==> config.mk <==
export PLATFORM = sky130hd
export DESIGN_NAME = video_frame_mux
export DESIGN_NICKNAME = d
export VERILOG_FILES = /design/src/rtl/video_pkg.sv /design/src/rtl/video_skid_buf.sv /design/src/rtl/video_frame_mux.sv
export SDC_FILE = /design/constraint.sdc
export NUM_CORES = 1
export LEC_CHECK = 0
export BUFFER_PORTS_ARGS = -buffer_cell sky130_fd_sc_hd__buf_4
export CAP_MARGIN = 20
export CORE_ASPECT_RATIO = 0.6
export CORE_MARGIN = 4
export CORE_UTILIZATION = 48
export DETAILED_ROUTE_END_ITERATION = 16
export PLACE_DENSITY = 0.76
export SETUP_SLACK_MARGIN = 0.5
export SYNTH_ARGS = -nofsm -noshare
export SYNTH_HDL_FRONTEND = slang
export SYNTH_SLANG_ARGS = --single-unit
==> constraint.sdc <==
create_clock -name clk -period 2.1 [get_ports clk]
set_input_delay 0.105 -clock clk [delete_from_list [all_inputs] [get_ports clk]]
set_output_delay 0.105 -clock clk [all_outputs]
set_load 0.03 [all_outputs]
==> src/rtl/video_pkg.sv <==
// Shared types for the video stream blocks: the beat payload carried through
// register slices and the frame-mux FSM state encoding.
package video_pkg;

  localparam int VID_DATA_W = 24;

  typedef struct packed {
    logic [VID_DATA_W-1:0] tdata;
    logic                  tlast;
    logic                  tuser;
  } vid_beat_t;

  typedef enum logic [1:0] {
    ST_IDLE,
    ST_SEEK,
    ST_PASS
  } vmux_state_t;

endpackage

==> src/rtl/video_skid_buf.sv <==
// Two-entry register slice for vid_beat_t: registered outputs and a registered
// in_ready that depends only on occupancy, so full throughput needs no comb path.
module video_skid_buf
  import video_pkg::*;
(
  input  logic      clk,
  input  logic      rst,
  input  logic      in_valid,
  output logic      in_ready,
  input  vid_beat_t in_beat,
  output logic      out_valid,
  input  logic      out_ready,
  output vid_beat_t out_beat
);

  logic      out_valid_q, out_valid_d;
  logic      skid_valid_q, skid_valid_d;
  logic      in_ready_q, in_ready_d;
  vid_beat_t out_beat_q, out_beat_d;
  vid_beat_t skid_beat_q, skid_beat_d;
  logic      push;

  always_comb begin
    // NOTE: every _d gets a default first, so no path can leave it unassigned and infer a latch.
    push         = in_valid && in_ready_q;
    out_valid_d  = out_valid_q;
    out_beat_d   = out_beat_q;
    skid_valid_d = skid_valid_q;
    skid_beat_d  = skid_beat_q;
    if (!out_valid_q || out_ready) begin
      if (skid_valid_q) begin
        out_valid_d  = 1'b1;
        out_beat_d   = skid_beat_q;
        skid_valid_d = 1'b0;
      end else begin
        out_valid_d = push;
        if (push) out_beat_d = in_beat;
      end
    end else if (push) begin
      skid_valid_d = 1'b1;
      skid_beat_d  = in_beat;
    end
    in_ready_d = !skid_valid_d;
  end

  always_ff @(posedge clk or posedge rst) begin
    if (rst) begin
      // NOTE: payload registers are reset as well, because the output bus must read 0 after reset.
      out_valid_q  <= 1'b0;
      skid_valid_q <= 1'b0;
      in_ready_q   <= 1'b0;
      out_beat_q   <= '0;
      skid_beat_q  <= '0;
    end else begin
      // NOTE: non-blocking assignments so every flop samples pre-edge values.
      out_valid_q  <= out_valid_d;
      skid_valid_q <= skid_valid_d;
      in_ready_q   <= in_ready_d;
      out_beat_q   <= out_beat_d;
      skid_beat_q  <= skid_beat_d;
    end
  end

  assign in_ready  = in_ready_q;
  assign out_valid = out_valid_q;
  assign out_beat  = out_beat_q;

endmodule

==> src/rtl/video_frame_mux.sv <==
// Two-source AXI4-Stream video merger switching only on frame boundaries.
// Define VIDEO_FRAME_MUX_FLUSH_EN to let the non-granted source drain freely.
module video_frame_mux
  import video_pkg::*;
#(
  parameter int DATA_W     = VID_DATA_W,
  parameter int LINES      = 720,
  parameter int LINE_CNT_W = 12
) (
  input  logic              clk,
  input  logic              rst,
  input  logic              sel,
  input  logic [DATA_W-1:0] s0_axis_video_tdata,
  input  logic              s0_axis_video_tvalid,
  output logic              s0_axis_video_tready,
  input  logic              s0_axis_video_tlast,
  input  logic              s0_axis_video_tuser,
  input  logic [DATA_W-1:0] s1_axis_video_tdata,
  input  logic              s1_axis_video_tvalid,
  output logic              s1_axis_video_tready,
  input  logic              s1_axis_video_tlast,
  input  logic              s1_axis_video_tuser,
  output logic [DATA_W-1:0] m_axis_video_tdata,
  output logic              m_axis_video_tvalid,
  input  logic              m_axis_video_tready,
  output logic              m_axis_video_tlast,
  output logic              m_axis_video_tuser,
  output logic              active_src,
  output logic              frame_done,
  output logic              frame_err
);

  localparam logic [LINE_CNT_W-1:0] LAST_LINE = LINE_CNT_W'(LINES - 1);

  vmux_state_t           state_q, state_d;
  logic                  active_src_q, active_src_d;
  logic [LINE_CNT_W-1:0] line_cnt_q, line_cnt_d;
  logic                  frame_done_q, frame_done_d;
  logic                  frame_err_q, frame_err_d;

  logic      g_valid, g_ready, acc, push, flush_src, flush_rdy;
  logic      skid_in_ready, skid_out_valid;
  vid_beat_t g_beat, skid_out_beat;

`ifdef VIDEO_FRAME_MUX_FLUSH_EN
  logic run_q;
  always_ff @(posedge clk or posedge rst) begin
    if (rst) run_q <= 1'b0;
    else     run_q <= 1'b1;
  end
  assign flush_rdy = run_q;
`else
  assign flush_rdy = 1'b0;
`endif

  always_comb begin
    g_valid = active_src_q ? s1_axis_video_tvalid : s0_axis_video_tvalid;
    g_beat  = active_src_q
            ? '{tdata: VID_DATA_W'(s1_axis_video_tdata), tlast: s1_axis_video_tlast, tuser: s1_axis_video_tuser}
            : '{tdata: VID_DATA_W'(s0_axis_video_tdata), tlast: s0_axis_video_tlast, tuser: s0_axis_video_tuser};
    g_ready = (state_q != ST_IDLE) && skid_in_ready;
    acc     = g_valid && g_ready;
    // In IDLE the source about to be granted is sel, so only the other one may be flushed.
    flush_src = (state_q == ST_IDLE) ? !sel : !active_src_q;
    s0_axis_video_tready = (!active_src_q && g_ready) || (flush_rdy && !flush_src);
    s1_axis_video_tready = ( active_src_q && g_ready) || (flush_rdy &&  flush_src);
  end

  always_comb begin
    state_d      = state_q;
    active_src_d = active_src_q;
    line_cnt_d   = line_cnt_q;
    frame_done_d = 1'b0;
    frame_err_d  = 1'b0;
    push         = 1'b0;
    case (state_q)
      ST_IDLE: begin
        active_src_d = sel;
        state_d      = ST_SEEK;
      end
      ST_SEEK: begin
        // Beats before SOF are accepted and dropped.
        if (acc && g_beat.tuser) begin
          push       = 1'b1;
          state_d    = ST_PASS;
          line_cnt_d = '0;
          if (g_beat.tlast) begin
            if (LAST_LINE == '0) begin
              frame_done_d = 1'b1;
              state_d      = ST_IDLE;
            end else begin
              line_cnt_d = LINE_CNT_W'(1);
            end
          end
        end
      end
      ST_PASS: begin
        if (acc) begin
          push = 1'b1;
          if (g_beat.tlast && line_cnt_q == LAST_LINE) begin
            frame_done_d = 1'b1;
            line_cnt_d   = '0;
            state_d      = ST_IDLE;
          end else if (g_beat.tuser) begin
            frame_err_d = 1'b1;
            line_cnt_d  = g_beat.tlast ? LINE_CNT_W'(1) : '0;
          end else if (g_beat.tlast) begin
            line_cnt_d = line_cnt_q + LINE_CNT_W'(1);
          end
        end
      end
      default: state_d = ST_IDLE;
    endcase
  end

  always_ff @(posedge clk or posedge rst) begin
    if (rst) begin
      state_q      <= ST_IDLE;
      active_src_q <= 1'b0;
      line_cnt_q   <= '0;
      frame_done_q <= 1'b0;
      frame_err_q  <= 1'b0;
    end else begin
      state_q      <= state_d;
      active_src_q <= active_src_d;
      line_cnt_q   <= line_cnt_d;
      frame_done_q <= frame_done_d;
      frame_err_q  <= frame_err_d;
    end
  end

  video_skid_buf u_skid (
    .clk       (clk),
    .rst       (rst),
    .in_valid  (push),
    .in_ready  (skid_in_ready),
    .in_beat   (g_beat),
    .out_valid (skid_out_valid),
    .out_ready (m_axis_video_tready),
    .out_beat  (skid_out_beat)
  );

  assign m_axis_video_tdata  = DATA_W'(skid_out_beat.tdata);
  assign m_axis_video_tlast  = skid_out_beat.tlast;
  assign m_axis_video_tuser  = skid_out_beat.tuser;
  assign m_axis_video_tvalid = skid_out_valid;
  assign active_src          = active_src_q;
  assign frame_done          = frame_done_q;
  assign frame_err           = frame_err_q;

endmodule

==> results of run 1 <==
[worst max-delay path: cells and delay by family, from the launching register on]
family          cells  cell delay (ns)
compound gates      1             0.14
mux                 2             0.79
buf+inv             1             0.43
flops               1             0.47
[layer usage]
layer,track usage,wire (um),vias to the layer above,share of wire
met1,0.354,5840,1825,0.42
met3,0.0801,1290,48,0.093
met4,0.117,431,0,0.031
met2,0.407,6310,226,0.45
met5,0,0,-,0
li1,-,-,1580,-
[Yosys cell counts, types with 2 or more instances]
library cell / number / share of area
sky130_fd_sc_hd__a2111oi_0: 2 / 0.0048
sky130_fd_sc_hd__a211oi_1: 2 / 0.0041
sky130_fd_sc_hd__a21boi_1: 2 / 0.0041
sky130_fd_sc_hd__a21oi_1: 33 / 0.045
sky130_fd_sc_hd__and3_1: 4 / 0.0068
sky130_fd_sc_hd__and4_1: 2 / 0.0048
sky130_fd_sc_hd__buf_2: 6 / 0.0082
sky130_fd_sc_hd__buf_4: 2 / 0.0041
sky130_fd_sc_hd__buf_6: 2 / 0.0061
sky130_fd_sc_hd__clkbuf_1: 10 / 0.010
sky130_fd_sc_hd__dfrtp_1: 72 / 0.49
sky130_fd_sc_hd__ha_1: 4 / 0.014
sky130_fd_sc_hd__inv_1: 9 / 0.0092
sky130_fd_sc_hd__mux2_1: 26 / 0.080
sky130_fd_sc_hd__mux2_2: 4 / 0.012
sky130_fd_sc_hd__mux2i_1: 28 / 0.076
sky130_fd_sc_hd__nand2_1: 34 / 0.035
sky130_fd_sc_hd__nand2_2: 2 / 0.0034
sky130_fd_sc_hd__nand2b_1: 2 / 0.0034
sky130_fd_sc_hd__nand3_1: 5 / 0.0068
sky130_fd_sc_hd__nand4_1: 6 / 0.010
sky130_fd_sc_hd__nor2_1: 37 / 0.038
sky130_fd_sc_hd__nor2b_1: 2 / 0.0034
sky130_fd_sc_hd__nor3_1: 3 / 0.0041
sky130_fd_sc_hd__o21ai_0: 31 / 0.042
sky130_fd_sc_hd__o21ai_1: 6 / 0.0082
[power groups by stage]
stage | Sequential (mW) | Combinational [mW] | Clock, mW
3_3_place_gp | 2.02 | 2.87 | 0
3_5_place_dp | 2.04 | 2.95 | 0
4_1_cts | 2.01 | 3.64 | 1.43
6_report | 2.07 | 4.49 | 1.44
5_1_grt | 2.09 | 4.69 | 1.50
2_1_floorplan | 2.50 | 1.47 | 0
[kinds of logic after synthesis]
logic type      count (synthesis)
mux                            59
compound gates                 89
buf+inv                        30
simple gates                  107
fa+ha+maj                       4
flops                          72
[cell type report]
| class | count | share of cell area |
|---|---|---|
| Inverter | 9 | 0.00618 |
| Clock buffer | 12 | 0.0423 |
| Clock inverter | 3 | 0.00289 |
| Sequential cell | 72 | 0.298 |
| Timing Repair Buffer | 155 | 0.241 |
| Tap cell | 104 | 0.0214 |
| Multi-Input combinational cell | 259 | 0.388 |
[worst max-delay path by stage]
stage                          end  cells past startpoint  slack [ns]
2_1_floorplan   u_skid.out_beat[0]                      7        0.07
3_3_place_gp         line_cnt_q[6]                      6        0.13
3_5_place_dp    u_skid.out_beat[2]                      8        0.07
4_1_cts              line_cnt_q[6]                      6        0.17
5_1_grt        u_skid.out_beat[23]                      4        0.04
6_report        u_skid.out_beat[5]                      4        0.12
[layout by cell type (no fill, tap or decap), types with 10 or more instances in the layout]
master and n:
sky130_fd_sc_hd__mux2i_1 25, sky130_fd_sc_hd__mux2_1 12, sky130_fd_sc_hd__clkbuf_16 11, sky130_fd_sc_hd__o21ai_0 28, sky130_fd_sc_hd__mux2_4 18, sky130_fd_sc_hd__nor2_4 10, sky130_fd_sc_hd__dfrtp_1 68, sky130_fd_sc_hd__buf_6 17
sky130_fd_sc_hd__nor2_1 22, sky130_fd_sc_hd__nand2_1 34, sky130_fd_sc_hd__buf_4 122, sky130_fd_sc_hd__a21oi_2 22
[flip-flops by register name, indices dropped and copies added (netlist names)]
register	cells
u_skid.out_beat	26
u_skid.skid_beat_q	26
line_cnt_q	12
state_q	2
active_src	1
frame_done	1
frame_err	1
u_skid.in_ready	1
u_skid.out_valid	1
u_skid.skid_valid_q	1
[stage by stage]
stage / area [um^2] / hold slack (ns) / instances
floorplan: 3720 / 0.257 / 361
global placement: 4520 / 0.236 / 544
detailed placement: 4520 / 0.242 / 544
CTS: 5560 / 0.0167 / 596
global route: 6070 / 0.0160 / 614
finish: 6070 / 0.0169 / 614
[timing repair]
action | CTS | global route
hold buffers | 1 | 0
setup buffers | 31 | 15
gates cloned | 5 | 3
endpoints found under the hold margin | 72 | 0
setup endpoints to repair | 70 | 70
pin swaps | 30 | 23
gates resized for setup | 91 | 63
==> results.tsv, run 1 <==
metric	value	unit
end_kind	flip-flop	
ff_latch_area	0.00181	mm^2
cp.required	2.33	ns
globalRouteOverflowTotal	0	
p_comb_frac	0.561	
net-switching-power	3.27	mW
synth-seq-area-share	0.490	
synth_top_flop_cell	sky130_fd_sc_hd__dfrtp_1	
grt_setup_unrepaired	true	
holdCritStartpoint	sel	
postSynth.asyncResetShare	1.00	
clock-root-buffer	sky130_fd_sc_hd__clkbuf_16	
gpl.final_weighted_congestion	0.887	
slowest_delay	0.49	ns
power_switching_share	0.409	
postSynthCellCount	361	
clk_path_buf_depth	2	
intPower	4.73	mW
ys.warnings.count	0	
core	0.00736	mm^2
timing.max_cap.violations	0	
startpoint	active_src	
timing.critical_path.arrival	2.21	ns
vdd.ir_drop.worst	961	uV
clk_pin_slew	0.06	ns
detail-route-antenna-nets	0	
synth_compound_area_frac	0.144	
floorplan.die.height	75.8	um
synth-edff-count	0	
setup_total_neg_slack	0	ns
number_of_global_route_vias_before_repair	3452	
fp-row-count	24	
detailroute.via_count	3679	
clock_power_share	0.180	
powerDensity	1320	mW/mm^2
tritoncts_num_sinks	72	
hold_class	input port to flip-flop	
routed_via_density	5.99	
netlist_area	0.00368	mm^2
mappedNetlistNets	423	
power.share.sequential	0.258	
total_die_area	0.00917	mm^2
clock_latency	0.34	ns
area_share_of_xor_xnor_cells_in_the_synthesized_design	0	
htree_num_levels	3	
critical_path.slowest_cell	sky130_fd_sc_hd__mux2i_1	
path_max_fanout	27	
grt_start_max_net_pins	73	
setup_slack	0.119	ns
postSynthAreaPerCell	10.2	um^2
dominant_combinational_cell_family_by_area_after_synthesis	multiplexers	
place.port_buffers	89	
depth_of_the_most_critical_reg_to_reg_path	4	
timing_max_transition_violations_final	0	
category_of_the_critical_setup_timing_path	flip-flop to flip-flop	
tightest_slew	0.492	ns
crit_path_cell_trace	buf_4 -> mux2i_1 -> o21ai_0 -> mux2_1	
timing.hold.worst_endpoint	active_src	
fraction_of_layout_cells_with_a_size_suffix_above_1	0.545	
final_hold_viol_count	0	
cts_tree	done	
power	7.99	mW
fillCellCount	362	
drt-initial-drc-count	341	
ff2ff_setup_slack	0.12	ns
detail_route.wl_per_cell	22.6	um
remaining_drc_errors	0	
grt_pass1_wl	18.2	mm
static-leakage-power	2.80	nW
n_antenna_cell	0	
start_util	0.500	
yosys.area_share.adder	0.0136	
fin_worst_skew	0.00545	ns
post-dp-hpwl	6.47	mm
drt-total-wl	13.9	mm
grt_use_total	0.265	
drt-pass1-iter-count	5	
report.final.setup_viol	0	
post_synth_and_or_nand_nor_area_fraction	0.142	
rr_startpoint	active_src	
grt_antenna_before_repair	0	
crit_path_start_kind	flip-flop	
area.growth.synth_to_final	65.1	%
holdPathStages	2	
numCtsBuffers	9	
io-pin-count	90	
synth-seq-cells	72	
yosys-mux-area-fraction	0.172	
dp_worst_setup_slack	0.0688	ns
capturing_point_of_the_worst_reg2reg_path	u_skid.out_beat[5]	
die_x	121	um
status	finished clean	
fmaxAchievable	505	MHz
finalCriticalPeriod	1.98	ns
multi_input_logic_area	0.00236	mm^2
nNetsFinal	568	
final_min_period_over_clock_period	0.943	
yosys.cell_types.count	51	
postLayoutCoreUtil	0.825	
slew_headroom	0.666	
Note: power is estimated with default switching activity, not from simulation.
==> run 2, diff against run 1 <==
- CORE_UTILIZATION: 48 -> 58
- PLACE_DENSITY: 0.76 -> 0.86
- clock period: 2.1 -> 2.35 ns (I/O delays scaled with it)
==> run 2 against run 1 <==
Net effect: die area fell by 16%; critical path type unchanged; sequential power fell by 9.7%; fmax fell by 8.0%.
==> results.tsv, run 2 (synthesis gave the netlist of run 1 again) <==
metric	value	unit
number_of_global_route_vias_before_repair	3698	
path_max_fanout	4	
total_die_area	0.00772	mm^2
timing.max_cap.violations	0	
fmaxAchievable	464	MHz
clock_power_share	0.159	
slowest_delay	0.46	ns
finalCriticalPeriod	2.15	ns
static-leakage-power	2.73	nW
powerDensity	1260	mW/mm^2
globalRouteOverflowTotal	0	
critical_path.slowest_cell	sky130_fd_sc_hd__dfrtp_2	
htree_num_levels	3	
grt_antenna_before_repair	0	
mostFrequentLayoutCell	sky130_fd_sc_hd__buf_4	
postLayoutCoreUtil	0.929	
fp-row-count	22	
grt_pass1_wl	18.8	mm
routed_via_density	6.98	
intPower	4.13	mW
n_antenna_cell	0	
slew_headroom	0.551	
fin_worst_skew	0.0107	ns
numCtsBuffers	9	
fraction_of_layout_cells_with_a_size_suffix_above_1	0.504	
net-switching-power	3.04	mW
status	finished clean	
grt_setup_unrepaired	true	
clk_pin_slew	0.08	ns
floorplan.die.height	69.7	um
category_of_the_critical_setup_timing_path	flip-flop to flip-flop	
drt-pass1-iter-count	5	
report.final.setup_viol	0	
die_x	111	um
setup_total_neg_slack	0	ns
crit_path_frequent_cell	sky130_fd_sc_hd__buf_12	
most_frequent_cells_in_the_layout	sky130_fd_sc_hd__buf_4 (117), sky130_fd_sc_hd__dfrtp_1 (70), sky130_fd_sc_hd__nand2_1 (33)	
tritoncts_num_sinks	72	
grt_start_max_net_pins	73	
end_kind	flip-flop	
detail-route-antenna-nets	0	
p_comb_frac	0.580	
crit_path_start_kind	flip-flop	
power	7.17	mW
timing.critical_path.arrival	2.43	ns
power_switching_share	0.424	
hold_class	input port to flip-flop	
io-pin-count	90	
core	0.00614	mm^2
final_min_period_over_clock_period	0.916	
cts_tree	done	
drt-total-wl	16.1	mm
drt-initial-drc-count	593	
crit_path_cell_trace	buf_12 -> mux2_4 -> and4_4 -> buf_12 -> buf_4 -> a211oi_1 -> o21ai_0 -> o21ai_1	
final_hold_viol_count	0	
clk_path_buf_depth	2	
clock_latency	0.37	ns
grt_use_total	0.308	
cp.required	2.63	ns
gpl.final_weighted_congestion	0.909	
remaining_drc_errors	0	
start_util	0.599	
nNetsFinal	559	
tightest_slew	0.674	ns
detail_route.wl_per_cell	27.6	um
vdd.ir_drop.worst	1330	uV
clock-root-buffer	sky130_fd_sc_hd__clkbuf_8	
area.growth.synth_to_final	55.2	%
power.share.sequential	0.261	
detailroute.via_count	4092	
place.port_buffers	89	
timing_max_transition_violations_final	0	
fillCellCount	185	
post-dp-hpwl	6.41	mm
ff2ff_setup_slack	0.20	ns
-- run 2: cell count changes in the layout (fill, tap and decap cells not counted), moves of 3 or more --
cell and change:
sky130_fd_sc_hd__a21oi_1 +18, sky130_fd_sc_hd__clkbuf_16 -6, sky130_fd_sc_hd__mux2_1 -11, sky130_fd_sc_hd__buf_4 -5, sky130_fd_sc_hd__a21oi_4 -6, sky130_fd_sc_hd__mux2_4 +10, sky130_fd_sc_hd__a21oi_2 -12, sky130_fd_sc_hd__nor2_4 -3
sky130_fd_sc_hd__buf_6 -5, sky130_fd_sc_hd__clkbuf_8 +7
-- run 2: worst max-delay path, delay by kind of cell, from the launching register on --
kind	cells	cell delay (ns)
AOI/OAI and AO/OA	3	0.69
buffers and inverters	3	0.42
DFF	1	0.46
muxes	1	0.31
and+or+nand+nor	1	0.18
-- run 2: cell type report --
| cell class | instances | area, um^2 | share of cell area |
|---|---|---|---|
| Multi-Input combinational cell | 259 | 2160 | 0.379 |
| Sequential cell | 72 | 1800 | 0.316 |
| Timing Repair Buffer | 146 | 1380 | 0.241 |
| Clock buffer | 10 | 128 | 0.0224 |
| Tap cell | 84 | 105 | 0.0184 |
| Clock inverter | 6 | 90.1 | 0.0158 |
| Inverter | 9 | 37.5 | 0.00658 |
-- run 2: worst paths after layout --
check                      cells past startpoint                     end                     from
min in group asynchronous                      4      u_skid.out_beat[0]                      rst
setup reg to reg                               8           line_cnt_q[2]               active_src
hold / removal                                 3  u_skid.skid_beat_q[16]  s0_axis_video_tdata[14]
max in group asynchronous                      4           line_cnt_q[5]                      rst
setup / recovery                               8           line_cnt_q[2]               active_src
hold reg to reg                                1     u_skid.out_beat[17]      u_skid.out_beat[17]
-- run 2: power by group through the flow --
stage	combinational [mW]	sequential [mW]	clock (mW)
6_report	4.16	1.87	1.14
4_1_cts	3.18	1.78	1.10
3_3_place_gp	2.55	1.80	0
3_5_place_dp	2.63	1.82	0
2_1_floorplan	1.31	2.23	0
5_1_grt	4.30	1.88	1.18
-- run 2: routing by layer --
| metal | global-route usage | share of wire | vias up |
|---|---|---|---|
| met4 | 0.172 | 0.082 | 0 |
| li1 | - | - | 1564 |
| met5 | 0 | 0 | - |
| met1 | 0.371 | 0.36 | 1926 |
| met2 | 0.488 | 0.43 | 454 |
| met3 | 0.104 | 0.13 | 148 |
-- run 2: stage by stage --
stage          cell area (um^2)  setup slack, ns  hold WS, ns  cells
2_1_floorplan              3710            0.324        0.269    361
3_3_place_gp               4480            0.362        0.251    522
3_5_place_dp               4480            0.201        0.251    522
4_1_cts                    5120            0.400       0.0722    566
5_1_grt                    5710            0.137        0.109    586
6_report                   5710            0.197       0.0734    586
-- run 2: repair_timing --
action,in CTS,in global routing
setup buffers,23,15
endpoints found under the hold margin,73,0
gates resized for setup,40,78
setup endpoints to repair,65,65
hold buffers,2,0
cloned,3,5
pin swaps,8,18
